## src/rtl/aqp_clken_gen.sv

```systemverilog
// Multi-channel fractional clock-enable generator: each channel is a phase accumulator whose
// carry is a one-cycle enable pulse; increment changes are staged and applied on a period boundary.
module aqp_clken_gen #(
    parameter int unsigned CHANNELS  = 2,
    parameter int unsigned ACC_WIDTH = 16,
    parameter int unsigned CH_BITS   = 1
) (
    input  logic                 clk,
    input  logic                 reset,
    input  logic [CHANNELS-1:0]  enable,
    input  logic                 cfg_wr,
    input  logic [CH_BITS-1:0]   cfg_ch,
    input  logic [ACC_WIDTH-1:0] cfg_inc,
    output logic [CHANNELS-1:0]  cfg_busy,
    output logic [CHANNELS-1:0]  cfg_done,
    output logic [CHANNELS-1:0]  clken
);

    for (genvar i = 0; i < CHANNELS; i++) begin : g_ch
        localparam logic [CH_BITS-1:0] ChIdx = CH_BITS'(i);

        logic [ACC_WIDTH-1:0] acc_q;
        logic [ACC_WIDTH-1:0] inc_q;
        logic [ACC_WIDTH-1:0] pend_q;
        logic                 pend_v_q;
        logic                 clken_q;
        logic                 done_q;

        logic [ACC_WIDTH:0]   sum;
        logic                 carry;
        logic                 wr_hit;
        logic                 apply;

        always_comb begin
            sum    = {1'b0, acc_q} + {1'b0, inc_q};
            carry  = enable[i] & sum[ACC_WIDTH];
            // cfg_ch values at or above CHANNELS never match any channel index
            wr_hit = cfg_wr && (cfg_ch == ChIdx);
            // A running channel swaps rate only on its carry edge; stopped/idle ones swap at once
            apply  = pend_v_q && (carry || (inc_q == '0) || !enable[i]);
        end

        always_ff @(posedge clk) begin
            if (reset) begin
                acc_q    <= '0;
                inc_q    <= '0;
                pend_q   <= '0;
                pend_v_q <= 1'b0;
                clken_q  <= 1'b0;
                done_q   <= 1'b0;
            end else begin
                acc_q   <= enable[i] ? sum[ACC_WIDTH-1:0] : '0;
                clken_q <= carry;
                done_q  <= apply;
                if (apply) begin
                    inc_q    <= pend_q;
                    pend_v_q <= 1'b0;
                end
                // A write on the apply edge restages rather than being lost
                if (wr_hit) begin
                    pend_q   <= cfg_inc;
                    pend_v_q <= 1'b1;
                end
            end
        end

        assign clken[i]    = clken_q;
        assign cfg_busy[i] = pend_v_q;
        assign cfg_done[i] = done_q;
    end

endmodule

```

## config.mk

```make
export PLATFORM = sky130hd
export DESIGN_NAME = aqp_clken_gen
export DESIGN_NICKNAME = d
export VERILOG_FILES = /design/src/rtl/aqp_clken_gen.sv
export SDC_FILE = /design/constraint.sdc
export NUM_CORES = 1
export LEC_CHECK = 0
export BUFFER_PORTS_ARGS = -buffer_cell sky130_fd_sc_hd__buf_2
export CORE_MARGIN = 2
export CORE_UTILIZATION = 60
export DETAILED_ROUTE_END_ITERATION = 12
export PLACE_DENSITY = 0.87
export SYNTH_ARGS = -nofsm -noshare
export SYNTH_HDL_FRONTEND = slang
export SYNTH_SLANG_ARGS = --single-unit
```

## constraint.sdc

```tcl
create_clock -name clk -period 2.8 [get_ports clk]
set_input_delay 0.28 -clock clk [delete_from_list [all_inputs] [get_ports clk]]
set_output_delay 0.28 -clock clk [all_outputs]
set_load 0.03 [all_outputs]
```

==> impl_metrics.tcl <==
set metrics [dict create \
    outcome "completed" \
    syn_nets 659 \
    viasPerCell 5.93 \
    worstSetupPathType "reg -> reg" \
    p_leak_nw 2.19 \
    setup_ws_ns 0.306 \
    regArea_sq_um 2040 \
    remaining_drc_errors 0 \
    gr-total-overflow 0 \
    cts_tree "done" \
    syn_to_final_growth_pct 5.35 \
    routedWlPerCell_microns 15.8 \
    r2r-end "g_ch[1].acc_q[14]" \
    nets 663 \
    clkLatencyLatePin_ns 0.37 \
    ant_nets 0 \
    routed_wl_mm 11.4 \
    r2r_slack_ns 0.31 \
    arrival_ns 2.72 \
    core_sq_um 8640 \
    drt_iter0_drc 197 \
    power_density_nw_per_um2 464 \
    dpl.hpwl_mm 8.34 \
    yosysWarnings 0 \
    track_usage 0.246 \
    syn_avg_cell_area_sq_um 8.76 \
    crit_path_end "g_ch[1].acc_q[14]" \
    routed-wl-met3_microns 525 \
    fmax_ghz 0.401 \
    setup_violations 0 \
    rows 34 \
    io_buffers 27 \
    dr.pass1.iters 4 \
    io_pins 28 \
    hold_ws_ns 0.154 \
    cts_made_buffers 9 \
    setup_tns_ns 0 \
    ir_worst_vdd_v 0.000410 \
    hp-class "in -> reg" \
    num_antenna_cells 0 \
    critPathRequiredTime_ns 3.03 \
    crit_start "g_ch[1].inc_q[0]" \
    slew_headroom 0.325 \
    synth-seq-cells 102 \
    syn-cell-area_sq_um 5280 \
    start_kind "register" \
    ys_types 56 \
    postSynth.asyncResetShare 0 \
    fin_skew_ns 0.0118 \
    netlist.area_leader.share 0.387 \
    htreeDepth 3 \
    clk_pin_slew_ns 0.10 \
    worst-slew-pin-transition_ns 1.01 \
    fin_util 0.644 \
    rsz0062_at_grt "false" \
    yosys.area.top_type "dfxtp_1" \
    max_cap_violations 0 \
    ys_top_cells_by_area "dfxtp_1 39%, ha_1 7.6%, nand2b_1 6.2%" \
    grt_pass1_vias 4129 \
    via_count 4269 \
    layout-drive-gt1-share 0.111 \
    synth-seq-area-share 0.387 \
    antenna_found_initial 0 \
    grt_pass1_wl_mm 19.7 \
    dieArea_sq_um 9570 \
    final_max_slew_viol_count 0 \
    min_period_over_period 0.891 \
    hold_buffers 0 \
    synth_edf_count 0 \
    m1WireLength_mm 5.10 \
    clockBufferDepth 2 \
    preCtsSetupSlack_ns 0.211 \
    root_buffer "clkbuf_8" \
    fin_crit_ns 2.49 \
    cp_max_fo 3 \
    reg2reg_from "g_ch[1].inc_q[0]" \
    die-height_microns 97.8 \
    report.final.hold_viol_count 0 \
    top_layer "met4" \
    route.met2.wl_mm 5.68 \
    fill_cells 715 \
    synth_ff_type "dfxtp_1" \
    multi_input_area_sq_um 3020 \
    gp_congestion 0.868 \
    initial_utilization 0.612 \
    synthCells 603 \
    die_w_microns 97.8 \
    cts_setup_buffers 0 \
    clkSinkCount 102 \
    grt_start_max_net_pins 102 \
    reg2reg_depth 8 \
    endpoint_kind "register" \
]
area by class of cell:
class / instances / area share
Timing Repair Buffer: 31 / 0.0297
Sequential cell: 102 / 0.367
Multi-Input combinational cell: 459 / 0.543
Clock buffer: 10 / 0.0229
Clock inverter: 6 / 0.0103
Inverter: 4 / 0.00270
Tap cell: 108 / 0.0243
worst min path at each step:
stage / slack [ns] / end / cells after the start / startpoint
finish: 0.15 / g_ch[1].pend_q[5] / 3 / cfg_inc[5]
global route: 0.14 / g_ch[0].pend_q[3] / 3 / cfg_inc[3]
CTS: 0.13 / g_ch[0].pend_q[0] / 3 / cfg_inc[0]
detailed placement: 0.45 / g_ch[1].pend_q[9] / 2 / g_ch[1].pend_q[9]
global placement: 0.45 / g_ch[1].pend_q[6] / 2 / g_ch[1].pend_q[6]
floorplan: 0.42 / g_ch[0].pend_q[0] / 2 / cfg_inc[0]
repair_timing:
action | in CTS | in global routing
endpoints found under the hold margin | 0 | 0
resized for setup | 0 | 1
setup endpoints to repair | 0 | 1
where the power goes:
group          total (mW)  internal [mW]  switching, mW
clock               0.885          0.348          0.537
combinational       0.188         0.0730          0.115
sequential           1.51           1.48         0.0244
total                2.58           1.90          0.677
critical path, stage by stage (launching register included):
cell and delay [ns]:
dfxtp_1 0.34, ha_1 0.22, fa_1 0.43, a211oi_1 0.36, nor4_1 0.15, o311ai_1 0.46
a31oi_1 0.18, xnor2_1 0.18, nor2_1 0.05
sequential cells by signal, indices dropped and copies added, names as in the netlist:
name           flops
g_ch.acc_q        32
g_ch.inc_q        32
g_ch.pend_q       32
g_ch.clken_q       2
g_ch.done_q        2
g_ch.pend_v_q      2
cell usage after synthesis, types with 10 or more instances:
library cell	number
dfxtp_1	102
nand2_1	79
a21oi_1	62
nand2b_1	52
ha_1	32
nor2_1	32
clkbuf_1	26
o21ai_0	19
mux2i_1	18
nand4b_1	16
a21o_1	12
o21ai_2	11
o21a_1	10
xor2_1	10
routing by layer:
layer,vias to the layer above,global-route usage
met3,12,0.0429
met5,-,0
li1,2137,-
met4,0,0.0524
met1,2017,0.320
met2,103,0.430
through the flow:
step	total power [mW]	instances	cell area (sq um)
6_report	2.58	720	5560
5_1_grt	2.68	720	5560
4_1_cts	2.61	720	5560
2_1_floorplan	1.68	603	5280
3_3_place_gp	1.72	704	5380
3_5_place_dp	1.72	704	5380
logic make-up after synthesis:
logic type,count (synthesis),synth area share
AND/OR/NAND/NOR,243,0.243
flip-flops,102,0.387
multiplexers,18,0.0341
XOR/XNOR,15,0.0249
AO/OA/AOI/OAI,149,0.186
adder cells (fa/ha/maj),34,0.0834
buffers and inverters,42,0.0412
placed cells by master (no fill, tap or decap), types with 5 or more instances in the layout:
cell | Yosys | routed
and2_1 | 9 | 9
o21ai_2 | 11 | 11
a21o_1 | 12 | 12
a21oi_1 | 62 | 62
buf_2 | 2 | 27
nand4b_1 | 16 | 16
o21ai_0 | 19 | 19
nor4_1 | 6 | 6
mux2i_1 | 18 | 18
o21a_1 | 10 | 10
xnor2_1 | 5 | 5
clkbuf_8 | 0 | 9
dfxtp_1 | 102 | 102
xor2_1 | 10 | 10
nand4_1 | 8 | 8
nand2_1 | 79 | 79
or4_1 | 5 | 5
nand3_1 | 8 | 8
ha_1 | 32 | 32
nor2_1 | 32 | 32
nor3_1 | 9 | 9
nand2b_1 | 52 | 52
nor2b_1 | 6 | 6
a211oi_1 | 8 | 8
Power figures use the tool's default switching activity.
